--- src/rtl/mux_rr_arbiter.sv ---
// Round-robin arbiter sharing one N:1 mux between N requesters, with a per-tenure
// hold cap and a registered mux output stage.
module mux_rr_arbiter #(
  parameter int N        = 8,
  parameter int SEL_W    = 3,
  parameter int DW       = 1,
  parameter int MAX_HOLD = 4
) (
  input  logic            clk,
  input  logic            rst_n,
  input  logic [N-1:0]    req,
  input  logic [N*DW-1:0] in_data,
  output logic [N-1:0]    grant,
  output logic [SEL_W-1:0] sel,
  output logic [DW-1:0]   out_data,
  output logic            out_valid,
  output logic            busy
);
  localparam int HW = $clog2(MAX_HOLD + 1);
  localparam logic [N-1:0] ONE = N'(1);

  typedef enum logic {IDLE, GRANT} state_t;

  state_t           state, state_n;
  logic [SEL_W-1:0] ptr, ptr_n, sel_n, win;
  logic [N-1:0]     grant_n;
  logic [HW-1:0]    hold_cnt, hold_n;
  logic             found, keep;

  // Descending scan so the smallest offset from ptr is the last (winning) assignment;
  // SEL_W-bit addition wraps modulo N because N is a power of two.
  always_comb begin
    found = 1'b0;
    win   = '0;
    for (int k = N - 1; k >= 0; k--) begin
      if (req[ptr + SEL_W'(k)]) begin
        found = 1'b1;
        win   = ptr + SEL_W'(k);
      end
    end
  end

  assign keep = req[sel] && (hold_cnt < HW'(MAX_HOLD));

  always_comb begin
    state_n = state;
    sel_n   = sel;
    grant_n = grant;
    ptr_n   = ptr;
    hold_n  = hold_cnt;
    if (state == GRANT && keep) begin
      hold_n = hold_cnt + HW'(1);
    end else if (found) begin
      state_n = GRANT;
      sel_n   = win;
      grant_n = ONE << win;
      hold_n  = HW'(1);
      ptr_n   = win + SEL_W'(1);
    end else begin
      state_n = IDLE;
      grant_n = '0;
      hold_n  = '0;
    end
  end

  always_ff @(posedge clk or negedge rst_n) begin
    if (!rst_n) begin
      state     <= IDLE;
      sel       <= '0;
      grant     <= '0;
      ptr       <= '0;
      hold_cnt  <= '0;
      out_data  <= '0;
      out_valid <= 1'b0;
    end else begin
      state     <= state_n;
      sel       <= sel_n;
      grant     <= grant_n;
      ptr       <= ptr_n;
      hold_cnt  <= hold_n;
      out_valid <= (state == GRANT);
      if (state == GRANT) out_data <= in_data[sel*DW +: DW];
    end
  end

  assign busy = (state == GRANT);
endmodule

--- config.mk ---
export PLATFORM = sky130hd
export DESIGN_NAME = mux_rr_arbiter
export DESIGN_NICKNAME = d
export VERILOG_FILES = /design/src/rtl/mux_rr_arbiter.sv
export SDC_FILE = /design/constraint.sdc
export NUM_CORES = 1
export LEC_CHECK = 0
export ABC_AREA = 1
export BUFFER_PORTS_ARGS = -buffer_cell sky130_fd_sc_hd__buf_2
export CAP_MARGIN = 5
export CORE_MARGIN = 1
export CORE_UTILIZATION = 50
export CTS_CLUSTER_DIAMETER = 40
export CTS_CLUSTER_SIZE = 10
export DETAILED_ROUTE_END_ITERATION = 7
export GPL_ROUTABILITY_DRIVEN = 0
export PLACE_DENSITY_LB_ADDON = 0.25
export RECOVER_POWER = 50
export SLEW_MARGIN = 20
export SYNTH_ARGS = -nofsm -noshare
export SYNTH_HDL_FRONTEND = slang
export SYNTH_SLANG_ARGS = --single-unit
--- constraint.sdc ---
create_clock -name clk -period 2.3 [get_ports clk]
set_input_delay 0.23 -clock clk [delete_from_list [all_inputs] [get_ports clk]]
set_output_delay 0.23 -clock clk [all_outputs]
set_load 0.01 [all_outputs]
# --- Word level (Yosys, flattened, before mapping) ---
# Index checks and enable logic that the tools add are counted.
op_classes:
  addsub: 9
  bitwise_logic: 1
  n_mux: 38
  n_reduce_logical: 3
  shift: 2
  order_cmp: 10
ops:
  columns: ["op", "count"]
  rows:
  - ["$lt A3 B4 Y1 const B", 9]
  - ["$bmux W1 S3", 9]
  - ["$mux W3", 9]
  - ["$mux W1", 19]
  - ["$add A3 B3 Y3 const B", 4]
  - ["$add A3 B1 Y3 const B", 3]
  - ["$mux W8", 1]
  - ["$shiftx A8 B4 Y1", 1]
  - ["$shl A1 B3 Y8 const A", 1]
  - ["$add A3 B2 Y3 const B", 2]
  - ["$lt A3 B3 Y1 const B", 1]
  - ["$logic_and A1 B1 Y1", 2]
  - ["$reduce_and A2 Y1", 1]
  - ["$not A1 Y1", 1]
word_totals:
  word_cells: 70
  output_inout_bits: 14
  input_bits: 18
  reg_bits: 20

# --- Longest topological paths before layout ---
# Gate-level depths: netlist (run 1).
depth:
  depth_word: 13
  ltp_mapped: 22
  mapped_depth_nobuf: 21

# --- Worst setup path after synthesis (run 1) ---
# Ideal clock, no wire load.
synth_path:
  path_type: "reg-to-reg"
  start: "register ptr[1]"
  end: "register ptr[2]"
  setup_slack_ns: -0.118
  n_path_buf: 2
  period_less_slack_ns: 2.418
  arrival_time_ns: 2.290
  t_required_ns: 2.173
  setup_ns: 0.127
  stages_incl_launch_ff: 23
  path_cell_list: "dfrtp_1 > buf_6 > inv_4 > ha_1 > buf_2 > inv_1 > nand3_1 > nand3_2 > nand2_2 > inv_2 > nand2_1 > nand2_1 > nand2_1 > nand2_1 > nand2_1 > nand2_1 > nand2_1 > nand2_2 > nand3_1 > inv_1 > ha_1 > nand2_1 > o21ai_0"
synth_via:
  elab_chain_len: 12
  elab_cells_between_ends: 41
  cone_classes: "add/sub (8); mux (32); reduce/logical (1)"
synth_rtl:
  columns: ["item", "line", "text"]
  rows:
  - ["start: declaration", "25", "logic [SEL_W-1:0] ptr, ptr_n, sel_n, win;"]
  - ["start signal: assignment", "79", "ptr <= ptr_n;"]
  - ["$add A3 B3 Y3", "36, 38", null]
  - ["$bmux W1 S3", "36", "if (req[ptr + SEL_W'(k)]) begin"]
  - ["$mux W1 (implied by the code)", "36", null]
  - ["$mux W3 or $mux W1 (tied branches) (8 in series)", "36", null]
  - ["$add A3 B1 Y3 or $reduce_and A2 Y1 (tied branches)", null, null]
# Several ways; a longest one is shown, not always the timed one. The select of a mux whose other input is x is not followed.
# A chain may end at the register's enable or synchronous reset.

# --- Worst setup path after layout (run 1) ---
layout_path:
  start: "register ptr[1]"
  end: "register grant[2]"
layout_via:
  elab_chain_len: 13
  elab_cells_between_ends: 41
  cone_classes: "add/sub (7); shift (1); mux (33)"
layout_rtl:
  columns: ["item", "line", "text"]
  rows:
  - ["$add A3 B3 Y3", "36, 38", null]
  - ["$bmux W1 S3", "36", null]
  - ["$mux W1 (implied by the code)", "36", null]
  - ["$mux W3 (8 in series)", "36", null]
  - ["$shl A1 B3 Y8", "56", "grant_n = ONE << win;"]
  - ["$mux W8 *", "53", "end else if (found) begin"]
  - ["end signal: assignment", "78", "grant <= grant_n;"]
  - ["end: declaration", "13", "output logic [N-1:0] grant,"]
# Every way passes the cells marked *; elsewhere a longest branch is shown, timed or not. The select of a mux whose other input is x is not followed.

==> results.md, run 1 <==
- Yosys reg bits: 20
- HPWL after detailed placement: ~3100 um
- Yosys warns: 0
- Unique cell type count in the Yosys netlist: 27
- IO Pins: 32
- Num CTS Buffers: 3
- Largest net degree at the start of global routing: 21
- Count of nets after finishing: 318
- Worst Path Arrival: 2.42 ns
- DRT Wirelength: about 4300 um
- Remaining DRCs: 0
- H-tree Lvls: 1
- Layout cell share with drive strength beyond 1: between 30% and 40%
- Hold WC Path Type: primary input to flop
- Worst relative slew slack: between 30% and 40%
- F_max: 453 MHz
- Final setup fails: 0
- Synthesized area: 0.00163 mm2
- Largest cells by area after synthesis: dfrtp_1 31%, nand2_1 19%, nand3_1 11%
- Clk slew on worst S/H paths: 0.11 ns
- Antenna cells: 0
- Vias: 1,733
- Final worst-path cycle share: a little over nine tenths
- Area growth from synthesis to layout: 30.5%
- Fraction of registers with async set/reset: 100%
- Clk_lat worst skew: 0.30 ns
- Worst-margin pin slew: just over 1 ns
- Startpoint Class: flop
- Status: finished clean
- Root Driver: clkbuf_4
- Final Hold Viols: 0
- Core area: approximately 0.0031 mm2
- Clock skew: 0.00839 ns
- Row count: 20
- Die span in y: 59.0 um
- DR WL/cell: between 10 and 15 um
- Max Slew Vio Count: 0
- Cells after synthesis: 246
- Post-synth top flop: dfrtp_1
- EDFF count, synth: 0
- Max cap viols: 0
- Count leader, synth: nand2_1
- Total GRT Usage: 24.7%
- R2r worst-path depth: 19
- Starting Density: 52.8%
- Critical path required time: 2.51 ns
- WS Path Type: flop to flop
- Hold path cells: 5
- CTS tree: built
- Crit end category: flop
- Global-route wire length before repair: 6580 um
- Yosys top cell area share: 30.8%
- Crit-path max FO: 10
- Tmin final: 2.21 ns
- Antenna violation net count after detailed routing: 0
- Post-synthesis sequential area ratio: 30.8%
- Initial antenna violation count: 0
- Pre-antenna DRT Iters: 4
- Post-synth top cells: 81 x nand2_1, 35 x nand3_1, 20 x dfrtp_1, 19 x inv_1, 18 x nor2_1
- Port Buffer Count: 31
- Total grt overflow: 0
- Sink Count: 20
- DR iter-0 viols: 130
- Layout Cells excl Fill: 339
- DIE WIDTH: slightly below 60 um
- Die area: 0.00349 mm2
- Final Core Density: just under 70%
- Hold_ws: 0.369 ns
- Vias/cell: between 5 and 6
- Cells after DPL: approximately 330
- Syn Area/Cell: ~6.6 um2
- Post-synth top area cell: dfrtp_1
- Post-Syn Nets: 268
- Vias in the first global route: 1,533
- CTS Buffer Depth: 2
[cell usage in the layout (no fill, tap or decap), types with 2 or more instances in the layout]
| master | netlist | layout |
|---|---|---|
| nand2_1 | 81 | 75 |
| nand3_1 | 35 | 23 |
| clkbuf_1 | 0 | 5 |
| o21ai_0 | 12 | 11 |
| inv_6 | 0 | 2 |
| buf_2 | 2 | 26 |
| inv_2 | 10 | 13 |
| buf_6 | 2 | 2 |
| nand2_2 | 10 | 15 |
| a21oi_1 | 6 | 5 |
| o21ai_1 | 2 | 3 |
| inv_1 | 19 | 15 |
| inv_4 | 2 | 2 |
| nand3_2 | 5 | 16 |
| ha_4 | 0 | 3 |
| nor2_1 | 18 | 18 |
| buf_4 | 0 | 15 |
| nand3_4 | 1 | 2 |
| nand2_4 | 4 | 5 |
| clkbuf_4 | 0 | 3 |
| o221ai_1 | 3 | 3 |
| dfrtp_1 | 20 | 20 |
[final timing paths]
kind	to	slack [ns]	startpoint
max	grant[2]	0.09	ptr[1]
min	out_data	0.37	in_data[0]
max reg2reg	grant[2]	0.09	ptr[1]
min reg2reg	out_valid	0.44	busy
max in group asynchronous	sel[0]	1.05	rst_n
min in group asynchronous	grant[0]	0.63	rst_n
[worst max-delay path, stage by stage, from the launching register on]
cell and delay, ns:
dfrtp_1 0.43, buf_6 0.14, ha_4 0.16, inv_2 0.04, nand2_2 0.05, nand2_4 0.10, inv_4 0.04, buf_4 0.12
nand3_2 0.07, nand2_2 0.08, inv_2 0.08, nand4_1 0.14, nor2_4 0.20, inv_2 0.07, nand2_4 0.09, inv_6 0.07
nand2_4 0.08, inv_1 0.04, nand2_1 0.05, nand2_1 0.05
[timing repair]
action,in CTS,in global routing
setup endpoints to repair,2,14
pin swaps,1,14
hold buffers,1,0
cloned,0,0
setup buffers,1,6
hold endpoints to repair,20,0
gates resized for setup,3,32
[area by class of cell]
cell class	instances	area [um2]
inverter	32	135
fill	274	956
multi-input combinational	190	1100
tap	44	55.1
timing repair buffer	49	294
sequential	20	500
clock buffer	4	36.3
[cell families after synthesis]
logic type      Yosys count  share of synthesized area [%]
simple gates            157                           45.5
buf+inv                  36                           9.77
compound gates           29                           10.8
flops                    20                           30.8
fa+ha+maj                 4                           3.08
[stage by stage]
stage / TNS [ns] / worst slack, ns / cell area, um2
2_1_floorplan: 0 / 0.00156 / 1650
3_3_place_gp: 0 / 0.0561 / 1890
3_5_place_dp: -0.00284 / -0.00284 / 1890
4_1_cts: 0 / 0.00285 / 1960
5_1_grt: -0.125 / -0.0453 / 2120
6_report: 0 / 0.0905 / 2120
[flip-flops by register name, summed over array words and instances (netlist names)]
name       count
out_valid      1
busy           1
ptr            3
grant          8
sel            3
hold_cnt       3
out_data       1
[layer usage]
layer  up-vias  GRT usage, %  part of all wire, %
li1        896             -                    -
met2        36          41.4                   49
met3         8         0.655                  3.1
met5         -             0                    0
met4         0          7.48                  2.1
met1       793          35.1                   46
Power of run 1 is left out: the tool's default activity adds up to more than one toggle a clock period on the data nets, which glitch-free logic cannot reach.
==> run 2: changes to the inputs <==
CORE_ASPECT_RATIO = 1.25   (was not set)
==> run 2 against run 1 <==
  * Fmax fell by 0.43%
  * First-iteration DRC count down 58%
  * Non-clock buffer count is 5 lower
  * Global-route usage up 0.51 points
  * Count of clock-buffer cells in the layout is the same
  * Highest routed layer unchanged
  * Critical path depth unchanged
  * Largest cell class unchanged
  * Critical path type unchanged
  * Via count shrank 1.2%
  * Clock skew is 0.0067 ns lower
  * Register-to-register slack about the same
  * Die area about the same
  * Final cell count down 3.8%
  * Sequential share of layout area up 0.76 points
==> results.md, run 2 (synthesis gave the netlist of run 1 again) <==
- Buf+Inv Stages, Crit Path: 4 (-4)
- Vias: 1,712 (-1.2%)
- Root Driver: clkbuf_4
- Startpoint Class: flop
- WS Path Type: flop to flop
- DRT Wirelength: 4120 um (-3.6%)
- Tmin final: 2.22 ns (+0.00963 ns)
- CP dominant cell by count: nand2_1
- Total grt overflow: 0 (unchanged)
- RSZ-0062 raised after global routing: true
- Antenna violation net count after detailed routing: 0 (unchanged)
- Die area: 0.00349 mm2 (about the same)
- Most common cell after layout, fill and taps aside: nand2_1
- Initial antenna violation count: 0 (unchanged)
- Total GRT Usage: 25.2% (+0.51 points)
- Placed Instance Area: 0.00187 mm2 (-0.93%)
- Global-route wire length before repair: 6580 um (unchanged)
- Row count: 22 (+10%)
- CTS Buffer Depth: 2 (unchanged)
- Setup_tns: 0 ns (unchanged)
- Worst relative slew slack: 30.4% (-0.64 points)
- Hold WC Path Type: primary input to flop
- Pre-antenna DRT Iters: 5 (+1)
- HPWL after detailed placement: 3130 um (+0.22%)
- Largest net degree at the start of global routing: 21 (unchanged)
- Num CTS Buffers: 3 (unchanged)
- CTS tree: built
- Post-route cell area: 0.00206 mm2 (-3.1%)
- Layout cell share with drive strength beyond 1: 33.1% (-4.2 points)
- H-tree Lvls: 1 (unchanged)
- Biggest register: grant
- Clk slew on worst S/H paths: 0.10 ns (about the same)
- CP max-delay cell: dfrtp_1
- DR iter-0 viols: 55 (-58%)
- Worst-margin pin slew: 1.04 ns (+0.00964 ns)
- Antenna cells: 0 (unchanged)
- Max reg flops: 8 (unchanged)
- R2r worst-path depth: 19 (unchanged)
- Max Slew Vio Count: 0 (unchanged)
- DIE WIDTH: 53.0 um (-10%)
- Starting Density: 53.7% (+0.87 points)
- Vias/cell: 5.25 (+2.7%)
- Status: finished clean
- Fillers: 279 (+1.8%)
- Most frequent cells in the layout: 76 x nand2_1, 30 x nand3_1, 26 x buf_2
- CP Cell Sequence: inv_2 -> ha_4 -> inv_6 -> nand3_1 -> nand3_1 -> nand2_2 -> inv_2 -> nor2_1 -> nand2_1 -> nand3_1 -> nand2_1 -> nand2_1 -> nand2_1 -> nand2_2 -> nand3_2 -> inv_2 -> ha_4 -> nand2_1 -> o21ai_1
- Worst R2R Start: ptr[0]
- Worst r2r dst: ptr[2]
- Min-Delay Startpoint: in_data[4]
- CP Launch Point: ptr[0]
- Vias in the first global route: 1,551 (+1.2%)
- IO Pins: 32 (unchanged)
- Crit end category: flop
- Clk_lat worst skew: 0.30 ns (about the same)
- WP depth: 19 (unchanged)
- Max cap viols: 0 (unchanged)
- Die span in y: 65.8 um (+11%)
- Final Hold Viols: 0 (unchanged)
- Largest stage delay, worst path: 0.40 ns (-0.03 ns)
- CP top delay family: simple AND/OR/NAND/NOR gates
- Critical path required time: 2.49 ns (-0.02 ns)
- Port Buffer Count: 31 (unchanged)
- Area growth from synthesis to layout: 26.4%
- Final worst-path cycle share: 96.5% (+0.42 points)
- Clock skew: 0.00167 ns (-0.00672 ns)
- Core area: 0.00303 mm2 (-1.6%)
- F_max: 451 MHz (-0.43%)
- Critical Path End: ptr[2]
- Remaining DRCs: 0 (unchanged)
- Worst Path Arrival: 2.41 ns (about the same)
- R2r setup slk: 0.08 ns (about the same)
- Sink Count: 20 (unchanged)
- Crit-path max FO: 6 (-4)
- Final setup fails: 0 (unchanged)
- DR WL/cell: 12.6 um (+0.19%)
- Count of nets after finishing: 313 (-1.6%)
## run 2: changes by cell type in the layout (fill, tap and decap cells not counted), moves of 2 or more
cell     delta
inv_4       +2
inv_2       -2
nand2_2     -2
nand3_4     +3
nand3_1     +7
buf_4       -4
nand3_2    -10
## run 2: layout make-up
type / instances / area (um2) / area share (%)
well taps: 36 / 45.0 / 2.19
repair buffers: 44 / 253 / 12.3
clock buffers: 4 / 36.3 / 1.77
multi-input cells: 190 / 1090 / 52.8
flip-flops and latches: 20 / 500 / 24.3
inverters: 32 / 135 / 6.57
## run 2: worst register-to-register path, delay by kind of cell, from the launching register on
| family | cells | cell delay (ns) |
|---|---|---|
| and+or+nand+nor | 12 | 0.88 |
| buffers and inverters | 4 | 0.23 |
| adders and majority gates | 2 | 0.51 |
| DFF | 1 | 0.40 |
| AOI/OAI and AO/OA | 1 | 0.07 |
## run 2: how the worst min path moves through the flow
stage / to / cells after the start
4_1_cts: out_data / 5
5_1_grt: out_data / 5
6_report: out_data / 5
3_3_place_gp: grant[2] / 1
3_5_place_dp: grant[6] / 1
2_1_floorplan: busy / 0
## run 2: metal layers
metal / track usage (%) / share of wire [%] / vias to the layer above
li1: - / - / 887
met1: 31.1 / 41 / 776
met2: 44.3 / 53 / 38
met3: 1.61 / 2.8 / 11
met4: 10.9 / 2.5 / 0
met5: 0 / 0 / -
## run 2: per-stage QoR
step           worst slack [ns]  cells  hold WS, ns  utilization [%]
2_1_floorplan           0.00156    246      -0.0656                -
6_report                 0.0809    326        0.347             67.9
3_5_place_dp            -0.0197    318        0.191             61.9
4_1_cts                  0.0140    324        0.352             64.3
5_1_grt                 -0.0952    326        0.370             67.9
3_3_place_gp             0.0211    318        0.193             61.9
## run 2: timing repair
action,4_1_cts,5_1_grt
buffers inserted,1,2
endpoints found under the setup margin,1,13
endpoints found under the hold margin,20,0
gates cloned,0,0
hold buffers,1,0
resized for setup,4,24
pin swaps,1,11
Power of run 2 is left out for the same reason.
